[src/rtl/control_hamming_if.sv]
// Handshake and result bundle between a codeword producer/consumer and the
// Hamming SECDED decode controller.
interface control_hamming_if #(
  parameter int ANCHO_CONT = 8
);
  logic                  entrada_valida;
  logic                  entrada_lista;
  logic [7:0]            palabra;
  logic [7:0]            mascara_error;
  logic                  salida_valida;
  logic                  salida_acepta;
  logic [7:0]            recibido;
  logic [3:0]            dato_corregido;
  logic [2:0]            posicion_error;
  logic                  error_simple;
  logic                  error_doble;
  logic [ANCHO_CONT-1:0] contador_simple;
  logic [ANCHO_CONT-1:0] contador_doble;

  modport master (
    output entrada_valida, palabra, mascara_error, salida_acepta,
    input  entrada_lista, salida_valida, recibido, dato_corregido,
           posicion_error, error_simple, error_doble,
           contador_simple, contador_doble
  );

  modport slave (
    input  entrada_valida, palabra, mascara_error, salida_acepta,
    output entrada_lista, salida_valida, recibido, dato_corregido,
           posicion_error, error_simple, error_doble,
           contador_simple, contador_doble
  );
endinterface

[src/rtl/control_hamming.sv]
// Sequencing controller for the 8-bit Hamming SECDED decode path: capture,
// syndrome, correction, and held delivery with saturating error counters.
module control_hamming #(
  parameter int ANCHO_CONT = 8,
  parameter bit INYECTAR   = 1'b1
) (
  input logic              reloj,
  input logic              reset,
  control_hamming_if.slave bus
);

  typedef enum logic [1:0] {
    ESPERA     = 2'd0,
    DECODIFICA = 2'd1,
    CORRIGE    = 2'd2,
    ENTREGA    = 2'd3
  } estado_t;

  estado_t               estado_q, estado_d;
  logic [7:0]            recibido_q, recibido_d;
  logic [2:0]            sindrome_q, sindrome_d;
  logic                  paridad_q, paridad_d;
  logic [3:0]            dato_q, dato_d;
  logic [2:0]            posicion_q, posicion_d;
  logic                  simple_q, simple_d;
  logic                  doble_q, doble_d;
  logic                  valida_q, valida_d;
  logic [ANCHO_CONT-1:0] cont_simple_q, cont_simple_d;
  logic [ANCHO_CONT-1:0] cont_doble_q, cont_doble_d;
  logic [7:0]            corregida;
  logic                  es_simple, es_doble;

  always_comb begin
    estado_d      = estado_q;
    recibido_d    = recibido_q;
    sindrome_d    = sindrome_q;
    paridad_d     = paridad_q;
    dato_d        = dato_q;
    posicion_d    = posicion_q;
    simple_d      = simple_q;
    doble_d       = doble_q;
    valida_d      = valida_q;
    cont_simple_d = cont_simple_q;
    cont_doble_d  = cont_doble_q;
    corregida     = recibido_q;
    es_simple     = paridad_q;
    es_doble      = !paridad_q && (sindrome_q != 3'd0);

    case (estado_q)
      ESPERA: begin
        if (bus.entrada_valida) begin
          recibido_d = bus.palabra ^ (INYECTAR ? bus.mascara_error : 8'h00);
          estado_d   = DECODIFICA;
        end
      end
      DECODIFICA: begin
        sindrome_d = {recibido_q[4] ^ recibido_q[5] ^ recibido_q[6] ^ recibido_q[7],
                      recibido_q[2] ^ recibido_q[3] ^ recibido_q[6] ^ recibido_q[7],
                      recibido_q[1] ^ recibido_q[3] ^ recibido_q[5] ^ recibido_q[7]};
        paridad_d  = ^recibido_q;
        estado_d   = CORRIGE;
      end
      CORRIGE: begin
        // Odd overall parity with a nonzero syndrome points at the flipped bit;
        // a zero syndrome means only the parity bit itself was hit.
        if (paridad_q && (sindrome_q != 3'd0)) begin
          corregida = recibido_q ^ (8'h01 << sindrome_q);
        end
        dato_d     = {corregida[7], corregida[6], corregida[5], corregida[3]};
        posicion_d = sindrome_q;
        simple_d   = es_simple;
        doble_d    = es_doble;
        if (es_simple && (cont_simple_q != '1)) begin
          cont_simple_d = cont_simple_q + 1'b1;
        end
        if (es_doble && (cont_doble_q != '1)) begin
          cont_doble_d = cont_doble_q + 1'b1;
        end
        estado_d = ENTREGA;
      end
      ENTREGA: begin
        // The valid flag rises one edge after entry; only a consumer that has
        // seen it high can retire the word.
        if (!valida_q) begin
          valida_d = 1'b1;
        end else if (bus.salida_acepta) begin
          valida_d = 1'b0;
          estado_d = ESPERA;
        end
      end
      default: estado_d = ESPERA;
    endcase
  end

  always_ff @(posedge reloj) begin
    if (reset) begin
      estado_q      <= ESPERA;
      recibido_q    <= 8'h00;
      sindrome_q    <= 3'd0;
      paridad_q     <= 1'b0;
      dato_q        <= 4'h0;
      posicion_q    <= 3'd0;
      simple_q      <= 1'b0;
      doble_q       <= 1'b0;
      valida_q      <= 1'b0;
      cont_simple_q <= '0;
      cont_doble_q  <= '0;
    end else begin
      estado_q      <= estado_d;
      recibido_q    <= recibido_d;
      sindrome_q    <= sindrome_d;
      paridad_q     <= paridad_d;
      dato_q        <= dato_d;
      posicion_q    <= posicion_d;
      simple_q      <= simple_d;
      doble_q       <= doble_d;
      valida_q      <= valida_d;
      cont_simple_q <= cont_simple_d;
      cont_doble_q  <= cont_doble_d;
    end
  end

  assign bus.entrada_lista   = (estado_q == ESPERA);
  assign bus.salida_valida   = valida_q;
  assign bus.recibido        = recibido_q;
  assign bus.dato_corregido  = dato_q;
  assign bus.posicion_error  = posicion_q;
  assign bus.error_simple    = simple_q;
  assign bus.error_doble     = doble_q;
  assign bus.contador_simple = cont_simple_q;
  assign bus.contador_doble  = cont_doble_q;

endmodule

[src/flat_wrapper.sv]
// flat-port wrapper written by rule: the top's interface ports become plain ports
module control_hamming_flat 
#(
  parameter int ANCHO_CONT = 8,
  parameter bit INYECTAR   = 1'b1
)
  (reloj, reset, bus_entrada_valida, bus_palabra, bus_mascara_error, bus_salida_acepta, bus_entrada_lista, bus_salida_valida, bus_recibido, bus_dato_corregido, bus_posicion_error, bus_error_simple, bus_error_doble, bus_contador_simple, bus_contador_doble);
  control_hamming_if #(.ANCHO_CONT(ANCHO_CONT)) bus_i ();
  input logic reloj;
  input logic reset;
  input wire logic [$bits(bus_i.entrada_valida)-1:0] bus_entrada_valida;
  input wire logic [$bits(bus_i.palabra)-1:0] bus_palabra;
  input wire logic [$bits(bus_i.mascara_error)-1:0] bus_mascara_error;
  input wire logic [$bits(bus_i.salida_acepta)-1:0] bus_salida_acepta;
  output wire logic [$bits(bus_i.entrada_lista)-1:0] bus_entrada_lista;
  output wire logic [$bits(bus_i.salida_valida)-1:0] bus_salida_valida;
  output wire logic [$bits(bus_i.recibido)-1:0] bus_recibido;
  output wire logic [$bits(bus_i.dato_corregido)-1:0] bus_dato_corregido;
  output wire logic [$bits(bus_i.posicion_error)-1:0] bus_posicion_error;
  output wire logic [$bits(bus_i.error_simple)-1:0] bus_error_simple;
  output wire logic [$bits(bus_i.error_doble)-1:0] bus_error_doble;
  output wire logic [$bits(bus_i.contador_simple)-1:0] bus_contador_simple;
  output wire logic [$bits(bus_i.contador_doble)-1:0] bus_contador_doble;
  assign bus_i.entrada_valida = bus_entrada_valida;
  assign bus_i.palabra = bus_palabra;
  assign bus_i.mascara_error = bus_mascara_error;
  assign bus_i.salida_acepta = bus_salida_acepta;
  assign bus_entrada_lista = bus_i.entrada_lista;
  assign bus_salida_valida = bus_i.salida_valida;
  assign bus_recibido = bus_i.recibido;
  assign bus_dato_corregido = bus_i.dato_corregido;
  assign bus_posicion_error = bus_i.posicion_error;
  assign bus_error_simple = bus_i.error_simple;
  assign bus_error_doble = bus_i.error_doble;
  assign bus_contador_simple = bus_i.contador_simple;
  assign bus_contador_doble = bus_i.contador_doble;
  control_hamming #(.ANCHO_CONT(ANCHO_CONT), .INYECTAR(INYECTAR)) u_core (.reloj(reloj), .reset(reset), .bus(bus_i));
endmodule
[config.mk]
export PLATFORM = sky130hd
export DESIGN_NAME = control_hamming_flat
export DESIGN_NICKNAME = d
export VERILOG_FILES = /design/src/rtl/control_hamming_if.sv /design/src/rtl/control_hamming.sv /design/src/flat_wrapper.sv
export SDC_FILE = /design/constraint.sdc
export NUM_CORES = 1
export LEC_CHECK = 0
export CORE_MARGIN = 3
export CORE_UTILIZATION = 30
export CTS_CLUSTER_DIAMETER = 150
export DETAILED_ROUTE_END_ITERATION = 8
export GPL_TIMING_DRIVEN = 0
export PLACE_DENSITY_LB_ADDON = 0.08
export SETUP_SLACK_MARGIN = 0.3
export SYNTH_ARGS = -nofsm -noshare
export SYNTH_HDL_FRONTEND = slang
export SYNTH_SLANG_ARGS = --single-unit
export TNS_END_PERCENT = 1
[constraint.sdc]
create_clock -name reloj -period 3.1 [get_ports reloj]
set_input_delay 0.93 -clock reloj [delete_from_list [all_inputs] [get_ports reloj]]
set_output_delay 0.93 -clock reloj [all_outputs]
set_load 0.02 [all_outputs]
## After elaboration in Yosys (flattened, before gate mapping)

Index checks and enable logic that the tools add are counted.

- Flip-flop bits (word level): 40
- Input port bits: 20
- Output and inout bits: 35

- Add/subtract/negate cells: 2
- Equality and inequality tests: 8
- Shifts and indexed selects: 1
- Mux-type cells: 7
- Bitwise gates (word level): 11
- Reduce and logical (&&, ||, !) cells: 12

Operators with widths:

| kind | count |
|---|---|
| 8-bit by 1-bit adder with 8-bit output, second input constant | 2 |
| 8-bit != test, second input constant | 2 |
| 8-bit XOR | 2 |
| 1-bit XOR | 9 |
| 8-bit two-way mux | 1 |
| 2-bit one-hot mux with 4 select lines | 1 |
| 8-bit parity | 1 |
| 1-bit by 3-bit left shift with 8-bit output, first input constant | 1 |
| 2-bit two-way mux | 3 |
| 2-bit AND reduction | 3 |
| 2-bit equality test, second input constant | 2 |
| 1-bit logical AND | 4 |
| 2-bit != test, second input constant | 2 |
| 3-bit AND reduction | 1 |
| 3-bit nonzero test | 1 |
| 2-bit by 1-bit equality test with 1-bit output, second input constant | 1 |
| 2-bit zero test | 1 |
| 1-bit two-way mux | 2 |
| 2-bit by 1-bit != test with 1-bit output, second input constant | 1 |
| 1-bit zero test | 1 |

## Longest topological paths before layout

Gate-level depths: netlist of the first run.

- Depth after elaboration: 4
- Gate-level depth with buffers: 7

## Worst setup path after synthesis of the first run

No wires, ideal clock.

- Path type: input to register
- Start: input bus_entrada_valida
- End: register u_core.recibido_q[5] (netlist: u_core.bus.recibido[5])
- Arrival time: 1.763 ns
- Data required time: 3.014 ns
- Setup slack: 1.251 ns
- Stages on the path: 5
- Buffers on the path: 2
- Cell sequence: and2_1 clkbuf_1 clkbuf_1 nor2_1 a211oi_1

- Cells in the longest elaborated chain, start to end: 1

RTL lines:

| item | line | RTL |
|---|---|---|
| start: declaration | flat_wrapper.sv:11 | `input wire logic [$bits(bus_i.entrada_valida)-1:0] bus_entrada_valida;` |
| 2-bit AND reduction (no source line) | -- |  |
| end signal: assignment | control_hamming.sv:110 | `recibido_q <= recibido_d;` |
| end: declaration | control_hamming.sv:20 | `logic [7:0] recibido_q, recibido_d;` |

Every way passes these cells.
A chain may end at the register's enable or synchronous reset.

## Final worst setup path of the first run

- Start: register u_core.estado_q[1]
- End: output bus_entrada_lista

- Cells in the longest elaborated chain, start to end: 1

RTL lines:

| item | line | RTL |
|---|---|---|
| start: declaration | control_hamming.sv:19 | `estado_t estado_q, estado_d;` |
| start signal: assignment | control_hamming.sv:109 | `estado_q <= estado_d;` |
| 2-bit zero test | control_hamming.sv:123 | `assign bus.entrada_lista = (estado_q == ESPERA);` |
| end: declaration | flat_wrapper.sv:15 | `output wire logic [$bits(bus_i.entrada_lista)-1:0] bus_entrada_lista;` |

Every way passes these cells.

==> impl_metrics.tcl, run 1 <==
set metrics [dict create \
    status "finished, final reports clean" \
    finClkSkew_ns 0.00653 \
    drv_slew 0 \
    ctsRootBufferMaster "clkbuf_8" \
    arrival_ns 1.57 \
    multi_input_area_mm2 0.00105 \
    ys_seq_area_frac 0.418 \
    cp-endpoint "bus_entrada_lista" \
    p_per_area_mw_per_mm2 723 \
    synth.cell_area_mm2 0.00192 \
    reg2reg_depth 7 \
    wl_um 4250 \
    clk_pin_slew_ns 0.08 \
    seq_power_share 0.377 \
    h-tree-depth 2 \
    hold_viol_final 0 \
    final_cells 349 \
    syn_inst 212 \
    synth_edf_count 0 \
    required_ns 2.17 \
    drt_first_pass_iters 4 \
    numCtsBuffers 5 \
    hp-class "flop to flop" \
    ant_nets 0 \
    timing.fmax_ghz 0.399 \
    num-nets-final 299 \
    reg2reg_from "u_core.estado_q[0]" \
    p_total_mw 1.93 \
    ios 55 \
    avgRoutedWirePerCell_um 12.2 \
    cts_tree "done" \
    grt_pass1_vias 1589 \
    holdBufCountCts 0 \
    ys_ff_latch 40 \
    p_int_mw 1.23 \
    drt-initial-drc-count 45 \
    register_area_um2 801 \
    path_max_fanout 4 \
    rows 28 \
    synth_ff_type "dfxtp_1" \
    p_leak_nw 0.881 \
    area_delta_synth_final_pct 38.9 \
    grt_pass1_wl_um 7500 \
    ys_top_cells_by_area "dfxtp_1 (42%), xnor2_1 (9.6%), a211oi_1 (6.3%)" \
    path_class "flop to primary output" \
    via_count 1663 \
    ys_async_sr_fraction 0 \
    die_h_um 85.9 \
    crit_path_end_kind "primary output" \
    synth_top_area_share 0.418 \
    period_minus_slack_ns 2.50 \
    dp_hpwl_um 3140 \
    grt_start_max_net_pins 14 \
    setup_tns_ns 0 \
    final_area_mm2 0.00266 \
    pre_cts_ws_ns 0.360 \
    grt-ovfl-total 0 \
    die_x_um 85.9 \
    yosys_warnings 0 \
    clockPowerShare 0.224 \
    gp_congestion 0.791 \
    post-route-period-util 0.808 \
    core_area_mm2 0.00606 \
    clockBufferDepth 2 \
    antenna_found_initial 0 \
    max_cap_violations 0 \
    viasPerCell 4.77 \
    rsz0062_at_grt "false" \
    port_buffers 54 \
    initial_utilization 0.316 \
    final_util 0.439 \
    synth_top_cell_by_area "dfxtp_1" \
    diodes 0 \
    hold_slack_ns 0.473 \
    start_kind "flop" \
    dieArea_mm2 0.00738 \
    fin_ws_ns 0.596 \
    synth.net_count 238 \
    n_fill_cell 614 \
    ir_drop_mv 0.286 \
    pwr-share-comb 0.399 \
    cts_resized 0 \
    syn_avg_cell_area_um2 9.04 \
    post-cts-setup-buffers 0 \
    p_sw_mw 0.695 \
    clkLatencyLatePin_ns 0.29 \
    grt_usage 0.126 \
    placed_area_mm2 0.00255 \
    synth.distinct_cells 36 \
    dp_cells 341 \
    drc 0 \
    reg2reg_slack_ns 1.17 \
    cts.sinks 40 \
    worst_pin_slew_ns 0.645 \
    report.final.setup_viol 0 \
    startpoint "u_core.estado_q[1]" \
    r2r_end "u_core.bus.contador_simple[7]" \
    relSlewSlack 0.569 \
    drive_gt1_frac 0.0438 \
    p_sw_frac 0.361 \
]
==> synthesized netlist by cell type, drive strengths merged, types with 4 or more instances <==
master  instances
nor3            5
nand3           8
or3             4
a211oi         16
buf             6
nand2           4
inv             4
ha              6
a21oi          11
o21ai           7
mux2i           6
nand4           5
xor2            6
nor2           30
dfxtp          40
clkbuf          5
xnor2          21
==> worst min path at each step <==
stage                      startpoint                      to  slack [ns]  cells past startpoint
2_1_floorplan      u_core.estado_q[0]      u_core.estado_q[0]        0.51                      2
3_3_place_gp   u_core.bus.error_doble  u_core.bus.error_doble        0.46                      2
3_5_place_dp   u_core.bus.error_doble  u_core.bus.error_doble        0.47                      2
4_1_cts        u_core.bus.error_doble  u_core.bus.error_doble        0.48                      2
5_1_grt        u_core.bus.error_doble  u_core.bus.error_doble        0.49                      2
6_report       u_core.bus.error_doble  u_core.bus.error_doble        0.47                      2
==> flip-flops by register name (all words and copies together) (netlist names) <==
name,flops
u_core.bus.contador_doble,8
u_core.bus.contador_simple,8
u_core.bus.dato_corregido,4
u_core.bus.error_doble,1
u_core.bus.error_simple,1
u_core.bus.posicion_error,3
u_core.bus.recibido,8
u_core.bus.salida_valida,1
u_core.es_simple,1
u_core.estado_q,2
u_core.sindrome_q,3
==> power by group through the flow <==
stage	Combinational, mW	Sequential (mW)	Clock, mW
4_1_cts	0.785	0.728	0.449
3_3_place_gp	0.777	0.740	0
3_5_place_dp	0.782	0.739	0
2_1_floorplan	0.468	0.784	0
6_report	0.769	0.726	0.430
5_1_grt	0.872	0.745	0.466
==> cells by family after synthesis <==
family                     synth area share
xor gates and xnor gates              0.123
DFF                                   0.418
buffers and inverters                0.0313
AOI/OAI and AO/OA                     0.137
adders and majority gates            0.0392
muxes                                0.0431
and+or+nand+nor                       0.208
==> cell type report <==
class / instances / share of cell area
multi-input combinational: 157 / 0.396
sequential: 40 / 0.301
timing repair buffer: 54 / 0.203
tap: 75 / 0.0353
clock buffer: 5 / 0.0259
buffer: 11 / 0.0169
clock inverter: 3 / 0.0160
inverter: 4 / 0.00564
==> metal layers <==
metal / vias up / track usage / wire (um)
li1: 876 / - / -
met1: 740 / 0.165 / 2010
met2: 42 / 0.201 / 1930
met3: 5 / 0.0365 / 257
met4: 0 / 0.0345 / 53
met5: - / 0 / 0
==> worst max-delay path: stages (launching register included) <==
cell and delay, ns:
dfxtp_1 0.35, inv_1 0.09, ha_1 0.22, clkdlybuf4s50_1 0.63
==> placed cells by master (no fill, tap or decap), drive strengths merged, types with 2 or more instances in the layout <==
cell           Yosys  layout
or4                3       3
inv                4       4
or3                4       4
clkbuf             5      10
nor3b              2       2
nand4b             3       3
xor2               6       6
nor4               2       2
mux2i              6       6
nand2b             2       2
o21ai              7       7
ha                 6       6
clkdlybuf4s50      0      54
nand2              4       4
xnor2             21      21
o31ai              3       3
a21oi             11      11
buf                6       6
mux2               2       2
nor3               5       5
nor2              30      30
nand4              5       5
dfxtp             40      40
nor2b              2       2
nand3              8       8
a211oi            16      16
(Power assumes the default switching activity.)
==> run 2: changes to the inputs <==
clock period = 2 ns   (was 3.1 ns; I/O delays follow)
==> impl_metrics.tcl, run 2 (synthesis results as in run 1) <==
set metrics [dict create \
    post-route-period-util 0.968 \
    grt_usage 0.127 \
    cts_tree "done" \
    ctsRootBufferMaster "clkbuf_8" \
    register_area_um2 803 \
    numCtsBuffers 5 \
    drive_gt1_frac 0.0693 \
    met1_length_um 1940 \
    min_to "u_core.bus.error_simple" \
    drt_first_pass_iters 4 \
    dieArea_mm2 0.00738 \
    viasPerCell 4.75 \
    final_area_mm2 0.00266 \
    hold_path_depth 2 \
    status "finished, final reports clean" \
    fin_ws_ns 0.0630 \
    relSlewSlack 0.652 \
    clkLatencyLatePin_ns 0.30 \
    p_leak_nw 0.952 \
    cts.sinks 40 \
    clockBufferDepth 2 \
    diodes 0 \
    arrival_ns 1.34 \
    period_minus_slack_ns 1.94 \
    final_util 0.439 \
    antenna_found_initial 0 \
    num-nets-final 299 \
    via_count 1658 \
    r2r_end "u_core.bus.contador_doble[5]" \
    die_h_um 85.9 \
    rsz0062_at_grt "true" \
    h-tree-depth 2 \
    area_delta_synth_final_pct 38.9 \
    wl_met2_um 1950 \
    final_cells 349 \
    critPathBufInv 1 \
    hp-class "flop to flop" \
    clk_pin_slew_ns 0.08 \
    timing.fmax_ghz 0.516 \
    placed_area_mm2 0.00256 \
    reg2reg_depth 6 \
    ant_nets 0 \
    drv_slew 0 \
    ios 55 \
    initial_utilization 0.316 \
    cp_slowest_cell "clkdlybuf4s50_1" \
    top_layer "met4" \
    required_ns 1.40 \
    hold_viol_final 0 \
    drt-initial-drc-count 40 \
    path_class "flop to primary output" \
    path_max_fanout 4 \
    ir_drop_mv 0.509 \
    avgRoutedWirePerCell_um 12.3 \
    pre_cts_ws_ns -0.373 \
    start_kind "flop" \
    grt_pass1_wl_um 7420 \
    rows 28 \
    wl_met3_um 323 \
    holdBufCountCts 0 \
    gp_congestion 0.776 \
    cp_cell_sequence "clkdlybuf4s50_1" \
    critPathMaxStageDelay_ns 0.63 \
    layout_commonest_cell "clkdlybuf4s50_1" \
    die_x_um 85.9 \
    reg2reg_slack_ns 0.15 \
    setup_tns_ns 0 \
    grt-ovfl-total 0 \
    n_fill_cell 638 \
    port_buffers 54 \
    reg2reg_from "u_core.estado_q[0]" \
    worst_pin_slew_ns 0.522 \
    report.final.setup_viol 0 \
    core_area_mm2 0.00606 \
    dp_hpwl_um 3170 \
    dp_cells 341 \
    min-delay-start "u_core.bus.error_simple" \
    max_cap_violations 0 \
    grt_start_max_net_pins 13 \
    crit_family "buffers and inverters" \
    multi_input_area_mm2 0.00108 \
    crit_path_end_kind "primary output" \
    wl_um 4280 \
    finClkSkew_ns 0.00581 \
    final_cell_mix "clkdlybuf4s50_1 (41), dfxtp_1 (38), nor2_1 (30)" \
    p_per_area_mw_per_mm2 1070 \
    grt_pass1_vias 1576 \
    drc 0 \
]
-- run 2: changes by cell type in the layout (fill, tap and decap cells not counted), sizes merged --
cell / change
buf: -1
bufinv: -1
clkdlybuf4s50: -13
clkinv: +1
dlygate4sd2: +12
clkinvlp: -1
clkbuf: +2
dlymetal6s2s: +1
-- run 2: stage by stage --
stage / power (mW) / hold slack, ns
after global placement: 2.35 / 0.459
after floorplan: 1.94 / 0.508
final: 2.85 / 0.473
after detailed placement: 2.36 / 0.463
after global routing: 3.10 / 0.496
after CTS: 2.89 / 0.477
-- run 2: cell type report --
cell class | count | share of cell area
clock buffer | 6 | 0.0310
buffer | 11 | 0.0188
clock inverter | 2 | 0.00376
multi-input combinational | 157 | 0.405
tap | 75 | 0.0353
sequential | 40 | 0.302
timing repair buffer | 54 | 0.198
inverter | 4 | 0.00564
-- run 2: how the worst max path moves through the flow --
stage                                              from                            to  slack (ns)  cells past startpoint
after floorplan                      u_core.estado_q[0]  u_core.bus.contador_doble[5]        0.27                      6
after global placement                            reset  u_core.bus.posicion_error[2]       -0.38                      4
after detailed placement                          reset  u_core.bus.posicion_error[0]       -0.37                      4
after CTS                            u_core.estado_q[0]             bus_entrada_lista        0.04                      3
after global routing      u_core.bus.contador_simple[6]        bus_contador_simple[6]        0.01                      1
final                     u_core.bus.contador_simple[6]        bus_contador_simple[6]        0.06                      1
-- run 2: what timing repair did --
action                                  CTS  global route
resized for setup                        14             7
endpoints found under the setup margin   65            69
gates cloned                              0             0
buffers inserted                          0             0
-- run 2: power breakdown --
| part | total (mW) | switching [mW] | internal, mW |
|---|---|---|---|
| Clock | 0.562 | 0.287 | 0.275 |
| Sequential | 1.13 | 0.175 | 0.952 |
| Combinational | 1.16 | 0.599 | 0.561 |
| Total | 2.85 | 1.06 | 1.79 |
-- run 2: metal layers --
layer,GRT usage,vias to the layer above
li1,-,876
met1,0.152,729
met2,0.209,47
met3,0.0490,6
met4,0.0432,0
met5,0,-
==> run 3: changes to the inputs <==
--- a/config.mk
+++ b/config.mk
@@ -6,4 +6,6 @@
 export NUM_CORES = 1
 export LEC_CHECK = 0
+export CELL_PAD_IN_SITES_DETAIL_PLACEMENT = 1
+export CELL_PAD_IN_SITES_GLOBAL_PLACEMENT = 1
 export CORE_MARGIN = 3
 export CORE_UTILIZATION = 30
==> constraint.sdc (replaced) <==
create_clock -name reloj -period 2 [get_ports reloj]
set_input_delay 0.2 -clock reloj [delete_from_list [all_inputs] [get_ports reloj]]
set_output_delay 0.2 -clock reloj [all_outputs]
set_load 0.02 [all_outputs]
==> impl_metrics.tcl, run 3 (synthesis results as in run 1) <==
set metrics [dict create \
    status "finished, final reports clean" \
    clkLatencyLatePin_ns 0.29 \
    drive_gt1_frac 0.119 \
    cts.sinks 40 \
    arrival_ns 1.93 \
    p_per_area_mw_per_mm2 1130 \
    drv_slew 0 \
    ctsRootBufferMaster "clkbuf_8" \
    rsz0062_at_grt "true" \
    grt_start_max_net_pins 13 \
    cp_slowest_cell "or3b_4" \
    wl_um 4840 \
    final_cell_mix "clkdlybuf4s50_1 (53), dfxtp_1 (35), nor2_1 (29)" \
    worst_pin_slew_ns 0.566 \
    cp_cell_sequence "inv_2, ha_4, or3b_4, buf_6, nor4_4, mux2_4" \
    numCtsBuffers 5 \
    ant_nets 0 \
    n_fill_cell 704 \
    post-route-period-util 0.873 \
    drt_first_pass_iters 3 \
    initial_utilization 0.316 \
    hp-class "flop to flop" \
    clk_pin_slew_ns 0.08 \
    path_max_fanout 5 \
    start_kind "flop" \
    area_delta_synth_final_pct 46.0 \
    period_minus_slack_ns 1.75 \
    dieArea_mm2 0.00738 \
    multi_input_area_mm2 0.00112 \
    h-tree-depth 2 \
    drc 0 \
    drt-initial-drc-count 20 \
    grt_pass1_vias 1802 \
    relSlewSlack 0.623 \
    p_leak_nw 0.933 \
    rows 28 \
    critPathMaxStageDelay_ns 0.37 \
    placed_area_mm2 0.00256 \
    report.final.setup_viol 0 \
    path_class "flop to flop" \
    fin_ws_ns 0.254 \
    final_area_mm2 0.00280 \
    num-nets-final 303 \
    grt_usage 0.134 \
    crit_path_end_kind "flop" \
    finClkSkew_ns 0.00561 \
    cts_tree "done" \
    viasPerCell 4.94 \
    register_area_um2 807 \
    layout_commonest_cell "clkdlybuf4s50_1" \
    clockBufferDepth 2 \
    die_h_um 85.9 \
    gp_congestion 0.770 \
    antenna_found_initial 0 \
    ios 55 \
    grt_pass1_wl_um 8030 \
    diodes 0 \
    avgRoutedWirePerCell_um 13.7 \
    via_count 1744 \
    core_area_mm2 0.00606 \
    pre_cts_ws_ns -0.0433 \
    max_cap_violations 0 \
    grt-ovfl-total 0 \
    port_buffers 54 \
    dp_hpwl_um 3550 \
    timing.fmax_ghz 0.573 \
    holdBufCountCts 0 \
    required_ns 2.19 \
    ir_drop_mv 0.476 \
    hold_viol_final 0 \
    die_x_um 85.9 \
]
==> run 3: cell types whose count changed in the layout (fill, tap and decap cells not counted), moves of 2 or more <==
cell | before | now
clkdlybuf4s50_1 | 41 | 53
dlygate4sd2_1 | 12 | 0
buf_4 | 0 | 5
dfxtp_1 | 38 | 35
dfxtp_2 | 2 | 5
clkinv_2 | 2 | 0
nor4_2 | 2 | 0
nor4_4 | 0 | 2
==> run 3: report_power, final <==
| part | switching (mW) | internal [mW] |
|---|---|---|
| sequential | 0.179 | 0.958 |
| combinational | 0.644 | 0.640 |
| clock | 0.294 | 0.441 |
==> run 3: layer usage <==
metal	vias to the layer above	wire length [um]	track usage
met5	-	0	0
met4	0	40	0.0345
met3	4	252	0.0375
met2	40	2390	0.242
met1	819	2160	0.153
li1	881	-	-
==> run 3: critical path: cells and delay by family (launching register included) <==
family | cells | cell delay, ns
adder cells (fa/ha/maj) | 1 | 0.13
buffers and inverters | 2 | 0.21
flip-flops | 1 | 0.33
multiplexers | 1 | 0.32
AND/OR/NAND/NOR | 2 | 0.65
==> run 3: final timing paths <==
check | endpoint | slack, ns | start | cells past startpoint
setup / recovery | u_core.bus.contador_doble[7] | 0.25 | u_core.estado_q[0] | 6
hold / removal | u_core.bus.error_doble | 0.48 | u_core.bus.error_doble | 2
setup reg to reg | u_core.bus.contador_doble[7] | 0.25 | u_core.estado_q[0] | 6
hold reg to reg | u_core.bus.error_doble | 0.48 | u_core.bus.error_doble | 2
==> run 3: per-stage QoR <==
step                      setup TNS [ns]  power (mW)   util  hold slack [ns]  std cells
after floorplan                        0        1.94      -            0.401        212
after global placement            -0.117        2.37  0.423            0.459        341
after detailed placement          -0.203        2.39  0.423            0.472        341
after CTS                              0        3.18  0.455            0.486        352
after global routing                   0        3.38  0.461            0.523        353
final                                  0        3.16  0.461            0.479        353
==> run 3: cell type report <==
class,instances,share of cell area
buffer,11,0.0201
clock buffer,7,0.0345
clock inverter,1,0.0107
inverter,4,0.00537
multi-input combinational,157,0.402
sequential,40,0.289
tap,75,0.0336
timing repair buffer,58,0.205
==> run 3: timing repair <==
item,in CTS,in global routing
pin swaps,3,1
endpoints found under the setup margin,25,29
gates resized for setup,14,11
buffers inserted,3,1
